**config.mk**
```make
export PLATFORM = sky130hd
export DESIGN_NAME = sha256_w_sched_ctrl
export DESIGN_NICKNAME = d
export VERILOG_FILES = /design/src/rtl/sha256_pkg.sv /design/src/rtl/sha256_w_step.sv /design/src/rtl/sha256_w_sched_ctrl.sv
export SDC_FILE = /design/constraint.sdc
export NUM_CORES = 1
export LEC_CHECK = 0
export ABC_AREA = 1
export BUFFER_PORTS_ARGS = -buffer_cell sky130_fd_sc_hd__buf_2
export CORE_ASPECT_RATIO = 1.75
export CORE_MARGIN = 5
export CORE_UTILIZATION = 24
export CTS_CLUSTER_SIZE = 28
export DETAILED_ROUTE_END_ITERATION = 8
export GPL_ROUTABILITY_DRIVEN = 1
export HOLD_SLACK_MARGIN = 0.12
export PLACE_DENSITY = 0.42
export SKIP_LAST_GASP = 1
export SYNTH_ARGS = -nofsm -noshare
export SYNTH_HDL_FRONTEND = slang
export SYNTH_SLANG_ARGS = --single-unit
```
**constraint.sdc**
```tcl
create_clock -name CLK -period 4.8 [get_ports CLK]
set_input_delay 0.96 -clock CLK [delete_from_list [all_inputs] [get_ports CLK]]
set_output_delay 0.96 -clock CLK [all_outputs]
set_load 0.02 [all_outputs]
```
**src/rtl/sha256_pkg.sv**
```systemverilog
// SHA-256 schedule types, widths and sigma helpers shared by the expansion datapath.
// Combinational helpers only; no latency, no flow control.
package sha256_pkg;

  localparam int SHA256_WORD_W = 32;
  localparam int SHA256_BLK_W  = 512;
  localparam int SHA256_ROUNDS = 64;

  typedef enum logic {
    IDLE = 1'b0,
    RUN  = 1'b1
  } state_t;

  function automatic logic [SHA256_WORD_W-1:0] sha256_s0(input logic [SHA256_WORD_W-1:0] x);
    return {x[6:0], x[31:7]} ^ {x[17:0], x[31:18]} ^ (x >> 3);
  endfunction

  function automatic logic [SHA256_WORD_W-1:0] sha256_s1(input logic [SHA256_WORD_W-1:0] x);
    return {x[16:0], x[31:17]} ^ {x[18:0], x[31:19]} ^ (x >> 10);
  endfunction

endpackage

```
**src/rtl/sha256_w_step.sv**
```systemverilog
// One message-schedule expansion step over a 16-word window (word0 in the top 32 bits).
// Purely combinational; no flow control.
module sha256_w_step
  import sha256_pkg::*;
(
  input  logic [SHA256_BLK_W-1:0]  win,
  output logic [SHA256_WORD_W-1:0] w_new,
  output logic [SHA256_BLK_W-1:0]  win_next
);

  localparam int WORD0_HI  = SHA256_BLK_W - 1;
  localparam int WORD1_HI  = SHA256_BLK_W - 1 - 1 * SHA256_WORD_W;
  localparam int WORD9_HI  = SHA256_BLK_W - 1 - 9 * SHA256_WORD_W;
  localparam int WORD14_HI = SHA256_BLK_W - 1 - 14 * SHA256_WORD_W;

  always_comb begin
    w_new = sha256_s0(win[WORD1_HI -: SHA256_WORD_W])
          + win[WORD9_HI -: SHA256_WORD_W]
          + sha256_s1(win[WORD14_HI -: SHA256_WORD_W])
          + win[WORD0_HI -: SHA256_WORD_W];
    win_next = {win[SHA256_BLK_W-SHA256_WORD_W-1:0], w_new};
  end

endmodule

```
**src/rtl/sha256_w_sched_ctrl.sv**
```systemverilog
// Streams W[0..ROUNDS-1] of an accepted 512-bit block, one word per cycle; W[0] one cycle after accept.
// blk_ready only in IDLE or on the advancing last word; optional w_stall port under SHA256_W_STALL_EN.
module sha256_w_sched_ctrl
  import sha256_pkg::*;
#(
  parameter int ROUNDS = SHA256_ROUNDS,
  parameter int IDX_W  = 6
) (
  input  logic                     CLK,
  input  logic                     RST,
  input  logic                     blk_valid,
  input  logic [SHA256_BLK_W-1:0]  blk_in,
  output logic                     blk_ready,
  output logic                     w_valid,
  output logic [SHA256_WORD_W-1:0] w_data,
  output logic [IDX_W-1:0]         w_idx,
  output logic                     w_last,
  output logic                     busy
`ifdef SHA256_W_STALL_EN
  ,
  input  logic                     w_stall
`endif
);

  localparam logic [IDX_W-1:0] LAST_IDX = IDX_W'(ROUNDS - 1);

  state_t                    state_q, state_d;
  logic [SHA256_BLK_W-1:0]   window_q, window_d;
  logic [IDX_W-1:0]          t_q, t_d;
  logic                      stall, adv, at_last, accept;
  logic [SHA256_WORD_W-1:0]  w_new;
  logic [SHA256_BLK_W-1:0]   win_shift;
  logic                      step_unused;

`ifdef SHA256_W_STALL_EN
  assign stall = w_stall;
`else
  assign stall = 1'b0;
`endif

  sha256_w_step u_step (
    .win      (window_q),
    .w_new    (w_new),
    .win_next (win_shift)
  );

  // The new word already lives in win_shift; keep the standalone copy visibly sunk.
  assign step_unused = ^w_new;

  always_comb begin
    adv       = (state_q == RUN) && !stall;
    at_last   = (t_q == LAST_IDX);
    blk_ready = (state_q == IDLE) || (adv && at_last);
    accept    = blk_valid && blk_ready;
    state_d   = state_q;
    window_d  = window_q;
    t_d       = t_q;
    if (accept) begin
      state_d  = RUN;
      window_d = blk_in;
      t_d      = '0;
    end else if (adv && at_last) begin
      // Clearing on exit keeps w_data/w_idx straight off the flops and zero in IDLE.
      state_d  = IDLE;
      window_d = '0;
      t_d      = '0;
    end else if (adv) begin
      window_d = win_shift;
      t_d      = t_q + 1'b1;
    end
  end

  always_ff @(posedge CLK) begin
    if (!RST) begin
      state_q  <= IDLE;
      window_q <= '0;
      t_q      <= '0;
    end else begin
      state_q  <= state_d;
      window_q <= window_d;
      t_q      <= t_d;
    end
  end

  assign w_valid = (state_q == RUN);
  assign busy    = (state_q == RUN);
  assign w_data  = window_q[SHA256_BLK_W-1 -: SHA256_WORD_W];
  assign w_idx   = t_q;
  assign w_last  = (state_q == RUN) && at_last;

endmodule
```
==> impl_metrics.env, run 1 <==
export IMPL_outcome="completed"
export IMPL_worstPathCellList="xnor2_1 > xor2_1 > inv_1 > fa_1 > inv_1 > fa_1 > inv_1 > ha_1 > nand2_1 > nor2_1 > nand2_1 > nand3_1 > nand2_1 > nand2_1 > or2_2 > a31oi_1 > nor2_1"
export IMPL_critical_path_arrival_ns=4.92
export IMPL_netlist_area_leader_share_pct=34.4
export IMPL_seq_area_frac_synth_pct=34.4
export IMPL_postCtsSetupRepairBufs=0
export IMPL_fin_crit_sh_pct=91.1
export IMPL_synth_edf_count=0
export IMPL_p_total_mw=15.9
export IMPL_ios=557
export IMPL_end_kind="flop"
export IMPL_die_x_um=278
export IMPL_cts_sinks=519
export IMPL_yosysTopAreaCell="dfxtp_1"
export IMPL_nets=4772
export IMPL_start_kind="flop"
export IMPL_final_setup_viol_count=0
export IMPL_crit_path_top_delay_cell="dfxtp_1"
export IMPL_groute_usage_overall_pct=21.6
export IMPL_htree_levels=2
export IMPL_mappedNetlistNets=4406
export IMPL_cts_root_buf="clkbuf_16"
export IMPL_ctsHoldBuffers=0
export IMPL_vias_per_cell=4.72
export IMPL_cts_tree="yes"
export IMPL_cts_max_path_buffers=3
export IMPL_num_vias=27900
export IMPL_tightest_slew_ns=1.20
export IMPL_crit_start="window_q[51]$_SDFFE_PN0P_"
export IMPL_drc=0
export IMPL_ys_top_cells_by_area="dfxtp_1, a211oi_2, inv_1"
export IMPL_cap_viol_max_count=0
export IMPL_numCtsBuffers=57
export IMPL_final_area_um2=36500
export IMPL_rsz0062_at_grt="false"
export IMPL_first_pass_iters=5
export IMPL_synth_seq_cells=519
export IMPL_hold_class="reg2reg"
export IMPL_async_reset_ff_share_pct=0
export IMPL_period_minus_slack_ns=4.37
export IMPL_ant_nets=0
export IMPL_core_area_um2=125000
export IMPL_drive_gt1_share_pct=27.1
export IMPL_placed_area_um2=34300
export IMPL_critical_path_most_common_cell="nand2_1"
export IMPL_path_class="reg2reg"
export IMPL_place_congestion=0.941
export IMPL_synth_warnings=0
export IMPL_fp_dieArea_um2=133000
export IMPL_max_slew_margin_pct=20.0
export IMPL_clk_pin_slew_ns=0.06
export IMPL_rows=172
export IMPL_synth_flop_cell="dfxtp_1"
export IMPL_first_global_vias=28000
export IMPL_path_max_fanout=5
export IMPL_tns_ns=0
export IMPL_synthDistinctLibCells=36
export IMPL_syn2layout_area_growth_pct=21.0
export IMPL_cts_resized=0
export IMPL_drt_wirelength_per_cell_um=25.5
export IMPL_hold_viol=0
export IMPL_fin_skew_ns=0.0553
export IMPL_synth_avg_cell_area_um2=7.95
export IMPL_powerDensity_nw_per_um2=437
export IMPL_antenna_found_initial=115
export IMPL_wl_um=151000
export IMPL_grt_max_degree=139
export IMPL_cp_num_buf_inv=3
export IMPL_netlist_instances=3797
export IMPL_io_buffer_count=556
export IMPL_leakagePower_nw=14.7
export IMPL_grt_pass1_wl_um=210000
export IMPL_r2r_start="window_q[51]$_SDFFE_PN0P_"
export IMPL_crit_required_ns=5.35
export IMPL_drv_slew=0
export IMPL_grt_ovfl_total=0
export IMPL_max_freq_mhz=229
export IMPL_initialDrtViolationCount=1756
export IMPL_ir_drop_uv=327
export IMPL_syn_area_um2=30200
export IMPL_clk_latency_ns=0.69
export IMPL_start_util_pct=24.1
export IMPL_critical_path_top_delay_family="adder cells"
export IMPL_die_y_um=479
export IMPL_finalCoreUtilization_pct=29.2
export IMPL_hold_start="window_q[443]$_SDFFE_PN0P_"
export IMPL_hpwl_um=118000
export IMPL_slowest_delay_ns=0.60
## report_power, final
group / total [mW] / internal (mW) / switching, mW
Clock: 5.04 / 2.91 / 2.13
Sequential: 4.95 / 4.69 / 0.261
Combinational: 5.95 / 1.86 / 4.10
## final timing paths
kind	slack [ns]	endpoint	cells past startpoint
worst max-delay path	0.43	window_q[14]$_SDFFE_PN0P_	17
worst max register to register	0.43	window_q[14]$_SDFFE_PN0P_	17
worst min-delay path	0.46	window_q[443]$_SDFFE_PN0P_	2
worst min register to register	0.46	window_q[443]$_SDFFE_PN0P_	2
## registers in the layout, summed over array words and instances, names as in the netlist
name / count
busy: 1
w_idx: 6
window_q: 512
## cell type report
cell class | count | area, µm²
timing repair buffer | 630 | 3610
fill | 13900 | 88700
antenna | 54 | 135
multi-input combinational | 2238 | 15500
clock inverter | 26 | 437
tap | 1653 | 2070
sequential | 519 | 10400
clock buffer | 78 | 1660
inverter | 717 | 2720
## metrics by stage
stage / cells / worst slack, ns / hold slack [ns]
after floorplan: 3797 / 1.29 / 0.432
after global placement: 5757 / 0.381 / 0.446
after detailed placement: 5757 / 0.342 / 0.451
after CTS: 5861 / 0.362 / 0.463
after global routing: 5891 / 0.311 / 0.478
final: 5915 / 0.429 / 0.459
## cells by family (layout without fill, tap and decap cells)
kind of cell	after synthesis	in the layout	synth area share, %
buf+inv	1040	1451	14.2
flops	519	519	34.4
xor+xnor	126	126	3.66
fa+ha+maj	94	94	5.44
compound gates	1479	1479	35.0
other cells	0	54	0
simple gates	539	539	7.24
## cells in the final DEF, fill, tap and decap left out, drive strengths merged, types with 55 or more instances in the layout
cell type	count
xor2	71
dfxtp	519
a21oi	457
nand2	404
nor2	66
xnor2	55
a211oi	416
buf	630
a31oi	75
o21ai	522
inv	718
clkbuf	78
fa	62
## synthesized netlist by cell type (all sizes together) (9+ instances only)
master    n
dfxtp   519
o21ai   522
a31oi    75
a211oi  416
clkbuf  146
nor2     66
inv     717
xor2     71
nand3    46
ha       32
fa       62
a21oi   457
buf     177
xnor2    55
nand4     9
nand2   404
## metal layers
layer	GRT usage, %	vias to the layer above	share of wire, %
li1	-	13400	-
met1	24.9	13300	39
met2	37.5	870	49
met3	6.44	267	7.2
met4	8.72	86	4.8
met5	0	-	0.32
## worst register-to-register path, stage by stage, from the launching register on
cell     delay [ns]
dfxtp_1        0.60
xnor2_1        0.19
xor2_1         0.48
inv_1          0.13
fa_1           0.52
inv_1          0.06
fa_1           0.53
inv_1          0.07
ha_1           0.28
nand2_1        0.07
nor2_1         0.08
nand2_1        0.08
nand3_1        0.12
nand2_1        0.09
nand2_1        0.18
or2_2          0.33
a31oi_1        0.38
nor2_1         0.07
No activity file was read; power rests on OpenSTA's default activity.
==> inputs of run 2 (changes only) <==
--- a/config.mk
+++ b/config.mk
@@ -14,8 +14,10 @@
 export DETAILED_ROUTE_END_ITERATION = 8
 export GPL_ROUTABILITY_DRIVEN = 1
 export HOLD_SLACK_MARGIN = 0.12
-export PLACE_DENSITY = 0.42
+export PLACE_DENSITY = 0.41
 export SKIP_LAST_GASP = 1
+export SLEW_MARGIN = 25
 export SYNTH_ARGS = -nofsm -noshare
 export SYNTH_HDL_FRONTEND = slang
+export SYNTH_HIERARCHICAL = 1
 export SYNTH_SLANG_ARGS = --single-unit
==> run 2 against run 1 <==
Cell count is 21% higher. Count of clock-buffer cells in the layout is 1 lower. Clock power hardly changed. Critical endpoint unchanged. Largest power group unchanged.
==> impl_metrics.env, run 2 <==
export IMPL_outcome="completed"
export IMPL_place_congestion=0.912
export IMPL_slowest_delay_ns=0.54
export IMPL_first_pass_iters=6
export IMPL_ant_nets=0
export IMPL_drc=0
export IMPL_tns_ns=0
export IMPL_synth_fa_ha_area_share_pct=4.59
export IMPL_r2r_start="window_q[55]$_SDFFE_PN0P_"
export IMPL_ir_drop_uv=306
export IMPL_cts_max_path_buffers=3
export IMPL_seq_area_frac_synth_pct=29.1
export IMPL_start_kind="flop"
export IMPL_min_path_cells=2
export IMPL_io_buffer_count=556
export IMPL_first_global_vias=33400
export IMPL_synth_edf_count=0
export IMPL_cts_root_buf="clkbuf_16"
export IMPL_hpwl_um=122000
export IMPL_cts_resized=0
export IMPL_htree_levels=2
export IMPL_grt_max_degree=160
export IMPL_cap_viol_max_count=0
export IMPL_die_x_um=302
export IMPL_leakagePower_nw=17.7
export IMPL_critical_path_arrival_ns=5.01
export IMPL_max_freq_mhz=226
export IMPL_r2r_cells=19
export IMPL_synth_warnings=6
export IMPL_rrSetupSlack_ns=0.37
export IMPL_fin_ws_ns=0.370
export IMPL_worstPathCellList="xnor2_1 > xor2_1 > inv_1 > fa_1 > inv_1 > fa_1 > inv_1 > ha_1 > nand2_2 > nor2_1 > nand2_1 > nand3_2 > nand2_2 > nand2_2 > xor2_1 > nand3_1 > nand2_1 > inv_1 > a21oi_1"
export IMPL_rows=187
export IMPL_cts_tree="yes"
export IMPL_max_slew_margin_pct=17.0
export IMPL_wl_um=164000
export IMPL_finalCoreUtilization_pct=25.6
export IMPL_drive_gt1_share_pct=14.6
export IMPL_antenna_found_initial=38
export IMPL_num_vias=33400
export IMPL_final_setup_viol_count=0
export IMPL_synth_xor_area_share_pct=3.36
export IMPL_groute_usage_overall_pct=20.0
export IMPL_synth_top_family_by_area="buffers and inverters"
export IMPL_placed_area_um2=35800
export IMPL_synth_mux_area_fraction_pct=0
export IMPL_fin_crit_sh_pct=92.3
export IMPL_period_minus_slack_ns=4.43
export IMPL_hold_start="w_idx[5]$_SDFFE_PP0P_"
export IMPL_yosysMostFrequentCell="nand3_1"
export IMPL_crit_required_ns=5.38
export IMPL_synth_simple_gate_area_share_pct=23.5
export IMPL_initialDrtViolationCount=2320
export IMPL_clk_latency_ns=0.67
export IMPL_clk_pin_slew_ns=0.07
export IMPL_path_class="reg2reg"
export IMPL_yosysTopAreaCell="dfxtp_1"
export IMPL_grt_pass1_wl_um=236000
export IMPL_placed_cells=7017
export IMPL_pre_cts_ws_ns=0.386
export IMPL_ios=557
export IMPL_postCtsSetupRepairBufs=0
export IMPL_syn2layout_area_growth_pct=6.21
export IMPL_final_area_um2=38000
export IMPL_fin_skew_ns=0.0299
export IMPL_holdPathEnd="w_idx[5]$_SDFFE_PP0P_"
export IMPL_critical_path_most_common_cell="inv_1"
export IMPL_netlist_instances=5355
export IMPL_syn_area_um2=35800
export IMPL_netlist_area_leader_share_pct=29.1
export IMPL_nets=5704
export IMPL_synthDistinctLibCells=32
export IMPL_timing_rr_end="window_q[14]$_SDFFE_PN0P_"
export IMPL_end_kind="flop"
export IMPL_final_common_cell="nand3_1"
export IMPL_synth_flop_cell="dfxtp_1"
export IMPL_ys_top_cells_by_area="dfxtp_1, nand3_1, buf_4"
export IMPL_core_area_um2=148000
export IMPL_mostFrequentLayoutCells="nand3_1, nand2_1, inv_1"
export IMPL_mappedNetlistNets=5964
export IMPL_grt_ovfl_total=0
export IMPL_nFillCells=17100
export IMPL_start_util_pct=24.1
export IMPL_synth_seq_cells=519
export IMPL_numCtsBuffers=60
export IMPL_synth_avg_cell_area_um2=6.68
export IMPL_drv_slew=0
export IMPL_largest_register="window_q"
export IMPL_largest_reg_flops=512
export IMPL_path_max_fanout=5
export IMPL_drt_wirelength_per_cell_um=22.9
export IMPL_hold_viol=0
export IMPL_rsz0062_at_grt="false"
export IMPL_synth_compound_area_share_pct=14.7
export IMPL_vias_per_cell=4.67
export IMPL_final_cells=7151
export IMPL_hold_class="reg2reg"
export IMPL_fp_dieArea_um2=157000
export IMPL_die_y_um=521
export IMPL_cts_sinks=519
export IMPL_powerDensity_nw_per_um2=424
export IMPL_netlist_top_cells_count="nand3_1, nand2_1, inv_1"
export IMPL_crit_path_top_delay_cell="dfxtp_1"
export IMPL_tightest_slew_ns=1.25
export IMPL_ctsHoldBuffers=0
export IMPL_async_reset_ff_share_pct=0
-- run 2: cell count changes after synthesis, moves of 146 or more --
cell,previous run,this run
nand3_1,46,1049
a211oi_2,400,0
clkinv_1,0,172
buf_4,78,558
nand2_1,404,740
inv_1,714,568
-- run 2: metal layers --
metal,GRT usage (%),part of all wire (%),vias up
met2,34.4,48,1020
met1,25.1,42,15900
li1,-,-,16200
met4,7.44,4.2,38
met3,3.44,5.6,202
met5,0,0.13,-
-- run 2: worst max-delay path: cells and delay by family, from the launching register on --
family                     cells  cell delay (ns)
xor gates and xnor gates       3             0.98
adders and majority gates      3             1.42
buffers and inverters          4             0.24
and+or+nand+nor                8             1.05
AOI/OAI and AO/OA              1             0.11
DFF                            1             0.54
-- run 2: stage by stage --
step	total power, mW	hold slack [ns]
2_1_floorplan	9.74	0.506
3_3_place_gp	11.3	0.490
3_5_place_dp	11.2	0.495
4_1_cts	16.4	0.485
5_1_grt	17.1	0.511
6_report	16.1	0.504
-- run 2: worst max-delay path by stage --
stage,start,to,slack (ns),cells after the start
after floorplan,window_q[52]$_SDFFE_PN0P_,window_q[25]$_SDFFE_PN0P_,1.40,20
after global placement,window_q[55]$_SDFFE_PN0P_,window_q[14]$_SDFFE_PN0P_,0.33,19
after detailed placement,window_q[55]$_SDFFE_PN0P_,window_q[14]$_SDFFE_PN0P_,0.39,19
after CTS,window_q[55]$_SDFFE_PN0P_,window_q[14]$_SDFFE_PN0P_,0.34,19
after global routing,window_q[55]$_SDFFE_PN0P_,window_q[14]$_SDFFE_PN0P_,0.22,19
final,window_q[55]$_SDFFE_PN0P_,window_q[14]$_SDFFE_PN0P_,0.37,19
-- run 2: kinds of logic after synthesis --
logic type | count (synthesis)
AND/OR/NAND/NOR | 1865
buffers and inverters | 1689
AO/OA/AOI/OAI | 1051
flip-flops | 519
XOR/XNOR | 137
adder cells (fa/ha/maj) | 94
-- run 2: layout make-up --
class	instances	area, µm²	area share (%)
multi-input combinational	3147	16600	43.6
sequential	519	10400	27.4
clock inverter	30	425	1.12
tap	1984	2480	6.54
clock buffer	77	1650	4.33
antenna	27	67.6	0.178
inverter	746	2800	7.37
timing repair buffer	621	3600	9.49
-- run 2: where the power goes --
| group | switching (mW) | total, mW | internal [mW] |
|---|---|---|---|
| Sequential | 0.427 | 5.12 | 4.69 |
| Clock | 2.16 | 5.01 | 2.86 |
| Combinational | 4.10 | 5.96 | 1.86 |
| Total | 6.68 | 16.1 | 9.41 |
